$ cat src/rtl/mux_scan_if.sv
// -----------------------------------------------------------------------------
// mux_scan_if
//   Bundle of signals between mux_scan_ctrl, the 16:1 bit-select mux and the
//   load/serial endpoints.
//
//   load_valid / load_ready / load_data : parallel word load handshake
//   mux_in / mux_sel                    : held word and select index to the mux
//   mux_out                             : selected bit returned by the mux
//   ser_valid / ser_ready / ser_bit     : serial bit stream handshake
//   ser_last                            : current serial bit is the final index
//   done                                : one-cycle pulse after the final bit
//
//   master : the sequencer side (mux_scan_ctrl)
//   slave  : the surrounding environment (loader, mux, serial consumer)
// -----------------------------------------------------------------------------
interface mux_scan_if #(
   parameter int SEL_W = 4
);
   localparam int N = 2 ** SEL_W;

   logic             load_valid;
   logic             load_ready;
   logic [N-1:0]     load_data;
   logic [N-1:0]     mux_in;
   logic [SEL_W-1:0] mux_sel;
   logic             mux_out;
   logic             ser_valid;
   logic             ser_ready;
   logic             ser_bit;
   logic             ser_last;
   logic             done;

   modport master (
      input  load_valid, load_data, mux_out, ser_ready,
      output load_ready, mux_in, mux_sel, ser_valid, ser_bit, ser_last, done
   );

   modport slave (
      output load_valid, load_data, mux_out, ser_ready,
      input  load_ready, mux_in, mux_sel, ser_valid, ser_bit, ser_last, done
   );
endinterface

$ cat src/rtl/mux_scan_ctrl.sv
// -----------------------------------------------------------------------------
// mux_scan_ctrl
//   Upstream sequencer for a 2**SEL_W : 1 bit-select mux. A parallel word is
//   taken over the load handshake and held on the mux data inputs; the select
//   is then stepped through every index and each selected bit is handed out
//   as a serial valid/ready stream. ser_last marks the final index and done
//   pulses for one cycle after that bit is accepted.
//
//   Parameters
//     SEL_W     : select width, word width N = 2**SEL_W
//     MSB_FIRST : 0 = index 0 first counting up, 1 = index N-1 first counting down
//
//   Ports
//     clk : rising-edge clock
//     rst : synchronous reset, active-high
//     bus : mux_scan_if.master (load port, mux drive/return, serial port, done)
// -----------------------------------------------------------------------------
module mux_scan_ctrl #(
   parameter int SEL_W     = 4,
   parameter int MSB_FIRST = 0
) (
   input  logic          clk,
   input  logic          rst,
   mux_scan_if.master    bus
);

   localparam int N = 2 ** SEL_W;

   localparam logic [SEL_W-1:0] ALL_ONES  = {SEL_W{1'b1}};
   localparam logic [SEL_W-1:0] START_IDX = (MSB_FIRST != 0) ? ALL_ONES : '0;
   localparam logic [SEL_W-1:0] END_IDX   = (MSB_FIRST != 0) ? '0 : ALL_ONES;

   typedef enum logic {
      IDLE  = 1'b0,
      SHIFT = 1'b1
   } state_t;

   state_t           state_q, state_nxt;
   logic [N-1:0]     data_q, data_nxt;
   logic [SEL_W-1:0] sel_q, sel_nxt;
   logic             done_q, done_nxt;

   logic             load_ready_c;
   logic             ser_valid_c;
   logic             ser_last_c;
   logic             at_end;

   // NOTE: state registers use non-blocking assignments so every flop samples
   // the pre-edge value of every other flop, regardless of statement order.
   always_ff @(posedge clk) begin
      if (rst) begin
         state_q <= IDLE;
         data_q  <= '0;
         sel_q   <= START_IDX;
         done_q  <= 1'b0;
      end else begin
         state_q <= state_nxt;
         data_q  <= data_nxt;
         sel_q   <= sel_nxt;
         done_q  <= done_nxt;
      end
   end

   assign at_end = (sel_q == END_IDX);

   // NOTE: every output of this block is given a default before the case so
   // no path leaves a signal unassigned, which would otherwise infer a latch.
   always_comb begin
      state_nxt    = state_q;
      data_nxt     = data_q;
      sel_nxt      = sel_q;
      done_nxt     = 1'b0;
      load_ready_c = 1'b0;
      ser_valid_c  = 1'b0;
      ser_last_c   = 1'b0;

      case (state_q)
         IDLE: begin
            // Held low while rst is asserted so no load is offered during reset.
            load_ready_c = !rst;
            if (bus.load_valid && load_ready_c) begin
               data_nxt  = bus.load_data;
               sel_nxt   = START_IDX;
               state_nxt = SHIFT;
            end
         end

         SHIFT: begin
            ser_valid_c = 1'b1;
            ser_last_c  = at_end;
            if (bus.ser_ready) begin
               if (at_end) begin
                  // Termination at the end index means the select never wraps.
                  state_nxt = IDLE;
                  sel_nxt   = START_IDX;
                  done_nxt  = 1'b1;
               end else if (MSB_FIRST != 0) begin
                  sel_nxt = sel_q - 1'b1;
               end else begin
                  sel_nxt = sel_q + 1'b1;
               end
            end
         end

         default: begin
            state_nxt = IDLE;
         end
      endcase
   end

   assign bus.load_ready = load_ready_c;
   assign bus.mux_in     = data_q;
   assign bus.mux_sel    = sel_q;
   assign bus.ser_valid  = ser_valid_c;
   assign bus.ser_last   = ser_last_c;
   // The mux is combinational, so its output is the serial bit with no added latency.
   assign bus.ser_bit    = bus.mux_out;
   assign bus.done       = done_q;

endmodule
$ cat src/flat_wrapper.sv
// flat-port wrapper written by rule: the top's interface ports become plain ports
module mux_scan_ctrl_flat 
#(
   parameter int SEL_W     = 4,
   parameter int MSB_FIRST = 0
)
  (clk, rst, bus_load_valid, bus_load_data, bus_mux_out, bus_ser_ready, bus_load_ready, bus_mux_in, bus_mux_sel, bus_ser_valid, bus_ser_bit, bus_ser_last, bus_done);
  mux_scan_if #(.SEL_W(SEL_W)) bus_i ();
  input  logic clk;
  input  logic rst;
  input wire logic [$bits(bus_i.load_valid)-1:0] bus_load_valid;
  input wire logic [$bits(bus_i.load_data)-1:0] bus_load_data;
  input wire logic [$bits(bus_i.mux_out)-1:0] bus_mux_out;
  input wire logic [$bits(bus_i.ser_ready)-1:0] bus_ser_ready;
  output wire logic [$bits(bus_i.load_ready)-1:0] bus_load_ready;
  output wire logic [$bits(bus_i.mux_in)-1:0] bus_mux_in;
  output wire logic [$bits(bus_i.mux_sel)-1:0] bus_mux_sel;
  output wire logic [$bits(bus_i.ser_valid)-1:0] bus_ser_valid;
  output wire logic [$bits(bus_i.ser_bit)-1:0] bus_ser_bit;
  output wire logic [$bits(bus_i.ser_last)-1:0] bus_ser_last;
  output wire logic [$bits(bus_i.done)-1:0] bus_done;
  assign bus_i.load_valid = bus_load_valid;
  assign bus_i.load_data = bus_load_data;
  assign bus_i.mux_out = bus_mux_out;
  assign bus_i.ser_ready = bus_ser_ready;
  assign bus_load_ready = bus_i.load_ready;
  assign bus_mux_in = bus_i.mux_in;
  assign bus_mux_sel = bus_i.mux_sel;
  assign bus_ser_valid = bus_i.ser_valid;
  assign bus_ser_bit = bus_i.ser_bit;
  assign bus_ser_last = bus_i.ser_last;
  assign bus_done = bus_i.done;
  mux_scan_ctrl #(.SEL_W(SEL_W), .MSB_FIRST(MSB_FIRST)) u_core (.clk(clk), .rst(rst), .bus(bus_i));
endmodule
$ cat config.mk
export PLATFORM = sky130hd
export DESIGN_NAME = mux_scan_ctrl_flat
export DESIGN_NICKNAME = d
export VERILOG_FILES = /design/src/rtl/mux_scan_if.sv /design/src/rtl/mux_scan_ctrl.sv /design/src/flat_wrapper.sv
export SDC_FILE = /design/constraint.sdc
export NUM_CORES = 1
export LEC_CHECK = 0
export CAP_MARGIN = 20
export CORE_MARGIN = 2
export CORE_UTILIZATION = 41
export CTS_CLUSTER_SIZE = 40
export DETAILED_ROUTE_END_ITERATION = 10
export GPL_TIMING_DRIVEN = 1
export HOLD_SLACK_MARGIN = 0.1
export PLACE_DENSITY = 0.92
export SLEW_MARGIN = 20
export SYNTH_ARGS = -nofsm -noshare
export SYNTH_HDL_FRONTEND = slang
export SYNTH_SLANG_ARGS = --single-unit
$ cat constraint.sdc
create_clock -name clk -period 2.87 [get_ports clk]
set_clock_uncertainty 0.2 [all_clocks]
set_input_delay 0.287 -clock clk [delete_from_list [all_inputs] [get_ports clk]]
set_output_delay 0.287 -clock clk [all_outputs]
set_load 0.05 [all_outputs]
==> results.ini, run 1 <==
[status]
status = finished, final reports clean

[sta]
layout_min_cycle_time_ns = 2.52
fmax_mhz = 397
max_slew_margin_pct = 65.3
finalHoldViolCount = 0
worst_pin_slew_ns = 0.519
layout_worst_path_cycle_share_pct = 87.7
setup-violations-final = 0
maxSlewViolCount = 0
rsz0062_at_grt = no
finalSetupTns_ns = 0

[clock_tree]
post_cts_buffers = 0
clk_latency_ns = 0.30
cts.sinks = 22
cts-root-buf = clkbuf_4
cts_buffer_depth = 2
cts_hold_buf = 0
cts-buffers-inserted = 3
h-tree-depth = 1
tritoncts = done
clkTransAtPathRegs_ns = 0.11
cts_resized = 0

[logic_synthesis]
syn_nets = 127
synth_cell_types = 24
yosys_warnings = 0
ys_async_sr_fraction_pct = 0
ys.flop_type = dfxtp_1
synth_top_area_share_pct = 48.7
ys_seq_area_share_pct = 48.7
synth_cells = 105
synth_area_um2 = 905
syn-mean-instance-area_um2 = 8.62
synthTopCellsByArea = dfxtp_1 49%, nand2b_1 11%, o21ai_0 7.7%
synth_edf_count = 0
yosysTopAreaCell = dfxtp_1
ys_ff_latch = 22

[grt]
grt_max_degree = 27
grt_pass1_vias = 838
grt_pass1_wl_um = 3480
antenna_found_initial = 0
grt_overflow_total = 0
track_usage_pct = 17.3

[die]
ios = 46
core.rowCount = 17
dieArea_um2 = 2600
core_um2 = 2150
initial_core_util_pct = 42.1
die_w_um = 51.0
die_h_um = 51.0

[job]
maxCapViolCount = 0

[setup_path]
required_ns = 2.38
max_stage_delay_ns = 0.82
crit_family = buffers and inverters
cp-start-kind = register
cp.buffers_inverters = 1
path_class = reg -> out
cp_max_fo = 5
arrival_ns = 2.03
end_kind = output port
cp_cell_sequence = ha_1, nand3_1, nor2_1, clkdlybuf4s50_1
slowest_stage = clkdlybuf4s50_1

[route]
routed_wl_um = 2130
drtAntennaViolNets = 0
drc = 0
vias = 841
viasPerCell = 4.83
firstDrtPassIters = 4
initialDrtViolationCount = 8
wire_per_inst_um = 12.2

[power]
p_per_area_nw_per_um2 = 469
p_leak_nw = 0.482
peakVddDrop_v = 0.000289

[final_layout]
drive_gt1_share_pct = 5.48
antennaDiodeCount = 0
final_common_cell = clkdlybuf4s50_1
area_growth_pct = 50.2
finalNonFillerCells = 174
most-common-layout-cells = 42 x clkdlybuf4s50_1, 22 x dfxtp_1, 17 x nand2_1, 16 x nand2b_1, 14 x o21ai_0
nNetsFinal = 170

[placed_design]
io_buffer_count = 43
placed_cells = 171
place.gp.congestion = 0.791
dp_hpwl_um = 1590

[worst_hold_path]
hold_path_class = reg -> reg

per-layer routing:
layer	wire length (um)	GRT usage, %	up-vias
met5	0	0	-
met4	0	4.50	0
met3	172	4.97	0
met2	1050	33.5	37
met1	904	17.7	373
li1	-	-	431
state kept, by name (all words and copies together) (netlist names):
signal / cells
u_core.bus.done: 1
u_core.bus.mux_in: 16
u_core.bus.mux_sel: 4
u_core.state_q: 1
synthesized netlist by cell type, types with 3 or more instances:
master and count:
buf_4 3, o21ai_0 14, inv_1 3, nor3_1 3
nand2_1 17, nor2_1 6, nand2b_1 16, dfxtp_1 22
power by group:
| part | internal [mW] | switching (mW) |
|---|---|---|
| sequential | 0.323 | 0.0137 |
| clock | 0.0489 | 0.0857 |
| combinational | 0.0680 | 0.0977 |
through the flow:
stage | utilization (%) | total power, mW | hold slack [ns] | cell area, um^2 | setup WS (ns)
floorplan | - | 0.444 | 0.196 | 905 | 0.608
global placement | 62.2 | 0.505 | 0.253 | 1340 | 0.766
detailed placement | 62.2 | 0.510 | 0.269 | 1340 | 0.694
CTS | 63.2 | 0.642 | 0.287 | 1360 | 0.331
global route | 63.2 | 0.665 | 0.306 | 1360 | 0.249
finish | 63.2 | 0.637 | 0.282 | 1360 | 0.354
worst min-delay path, delay by kind of cell (launching register included):
| kind | cells | cell delay (ns) |
|---|---|---|
| AO/OA/AOI/OAI | 1 | 0.05 |
| flip-flops | 1 | 0.33 |
| AND/OR/NAND/NOR | 1 | 0.07 |
area by class of cell:
type / count / area (um^2)
sequential: 22 / 440
fill: 191 / 790
timing repair buffer: 45 / 443
multi-input combinational: 73 / 407
clock buffer: 3 / 22.5
inverter: 3 / 11.3
tap: 28 / 35.0
path summary, 6_finish.rpt:
check | from | to | slack (ns) | cells past startpoint
max | u_core.bus.mux_sel[0]$_SDFFE_PP0P_ | bus_ser_last | 0.35 | 4
min | u_core.bus.mux_in[11]$_SDFFE_PP0P_ | u_core.bus.mux_in[11]$_SDFFE_PP0P_ | 0.28 | 2
max reg2reg | u_core.state_q$_SDFF_PP0_ | u_core.bus.mux_in[13]$_SDFFE_PP0P_ | 1.25 | 3
min reg2reg | u_core.bus.mux_in[11]$_SDFFE_PP0P_ | u_core.bus.mux_in[11]$_SDFFE_PP0P_ | 0.28 | 2
cell families after synthesis:
kind of cell               synth area share (%)
AOI/OAI and AO/OA                          14.2
adders and majority gates                  1.38
buffers and inverters                      6.36
DFF                                        48.7
muxes                                      1.11
and+or+nand+nor                            28.2
(Power assumes the default switching activity.)
==> run 2: changes to the inputs <==
Settings changed: CORE_UTILIZATION 41 to 31, PLACE_DENSITY 0.92 to 0.75.
==> run 2 against run 1 <==
  * Maximum frequency about the same
  * First-iteration DRC count up 88%
  * Sequential share of layout area shrank 0.41 points
  * Critical path depth is the same
  * Non-clock buffer count unchanged
  * Sequential power is essentially flat
  * Global-route usage is 4.5 points lower
  * Register-to-register slack barely moved
  * Highest routed layer unchanged
==> results.ini, run 2 (synthesized netlist as in run 1, its figures left out) <==
[power]
peakVddDrop_v = 0.000246
p_leak_nw = 0.489
p_per_area_nw_per_um2 = 484

[clock_tree]
cts-root-buf = clkbuf_4
cts.sinks = 22
clk_latency_ns = 0.29
post_cts_buffers = 0
tritoncts = done
cts_resized = 0
cts_hold_buf = 0
h-tree-depth = 1
clkTransAtPathRegs_ns = 0.12
cts_buffer_depth = 2
cts-buffers-inserted = 3

[job]
maxCapViolCount = 0

[route]
initialDrtViolationCount = 15
wire_per_inst_um = 11.5
vias = 837
drc = 0
viasPerCell = 4.70
routed_wl_um = 2040
drtAntennaViolNets = 0
firstDrtPassIters = 4

[placed_design]
dpl_cell_area_um2 = 1340
placed_cells = 174
place.gp.congestion = 0.740
dp_hpwl_um = 1570
io_buffer_count = 43

[final_layout]
largest_reg_flops = 16
stdcell_area_um2 = 1380
fin_util_pct = 49.9
drive_gt1_share_pct = 6.12
most-common-layout-cells = 42 x clkdlybuf4s50_1, 22 x dfxtp_1, 17 x nand2_1, 16 x nand2b_1, 14 x o21ai_0
finalNonFillerCells = 178
multi_input_area_um2 = 407
nNetsFinal = 170
register_area_um2 = 440
fillers = 275
area_growth_pct = 52.1
antennaDiodeCount = 0
final_common_cell = clkdlybuf4s50_1

[setup_path]
path_class = reg -> out
cp_max_fo = 5
arrival_ns = 2.03
end_kind = output port
cp-start-kind = register
required_ns = 2.38

[sta]
max_slew_margin_pct = 65.7
finalHoldViolCount = 0
layout_min_cycle_time_ns = 2.52
fmax_mhz = 397
rsz0062_at_grt = no
layout_worst_path_cycle_share_pct = 87.7
maxSlewViolCount = 0
worst_pin_slew_ns = 0.513
setup-violations-final = 0
finalSetupTns_ns = 0

[grt]
grt_max_degree = 25
grt_pass1_wl_um = 3350
grt_overflow_total = 0
antenna_found_initial = 0
grt_pass1_vias = 780
track_usage_pct = 12.8

[die]
die_h_um = 58.0
ios = 46
core.rowCount = 19
initial_core_util_pct = 32.8
dieArea_um2 = 3370
core_um2 = 2760
die_w_um = 58.0

[status]
status = finished, final reports clean

[worst_hold_path]
hold_path_class = reg -> reg

[run 2: area by class of cell]
class	instances	area share, %
Timing Repair Buffer	45	32.2
Sequential cell	22	32.0
Multi-Input combinational cell	73	29.5
Tap cell	31	2.82
Clock buffer	4	2.64
Inverter	3	0.818
[run 2: worst max-delay path: stages (launching register included)]
cell and delay [ns]:
dfxtp_1 0.42, ha_1 0.23, nand3_1 0.14, nor2_1 0.13, clkdlybuf4s50_1 0.81
[run 2: path summary, 6_finish.rpt]
check | end | depth (start not counted) | from | slack (ns)
worst max-delay path | bus_ser_last | 4 | u_core.bus.mux_sel[0]$_SDFFE_PP0P_ | 0.35
worst min register to register | u_core.bus.mux_in[11]$_SDFFE_PP0P_ | 2 | u_core.bus.mux_in[11]$_SDFFE_PP0P_ | 0.28
worst max register to register | u_core.bus.mux_in[7]$_SDFFE_PP0P_ | 3 | u_core.state_q$_SDFF_PP0_ | 1.24
worst min-delay path | u_core.bus.mux_in[11]$_SDFFE_PP0P_ | 2 | u_core.bus.mux_in[11]$_SDFFE_PP0P_ | 0.28
[run 2: routing by layer]
metal	wire length [um]	track usage [%]	part of all wire, %
met3	201	4.24	9.8
met4	0	2.99	0
met1	908	15.9	44
met2	933	21.4	46
met5	0	0	0
[run 2: where the power goes]
part           total, mW  switching (mW)  leakage, nW  internal [mW]
clock network      0.164          0.0865       0.0210         0.0772
logic              0.166          0.0981        0.287         0.0681
registers          0.336          0.0132        0.181          0.323
[run 2: stage by stage]
step	power, mW	setup slack, ns	hold slack [ns]
2_1_floorplan	0.444	0.608	0.196
3_3_place_gp	0.507	0.758	0.254
3_5_place_dp	0.510	0.697	0.259
4_1_cts	0.675	0.330	0.279
5_1_grt	0.701	0.241	0.314
6_report	0.666	0.354	0.276
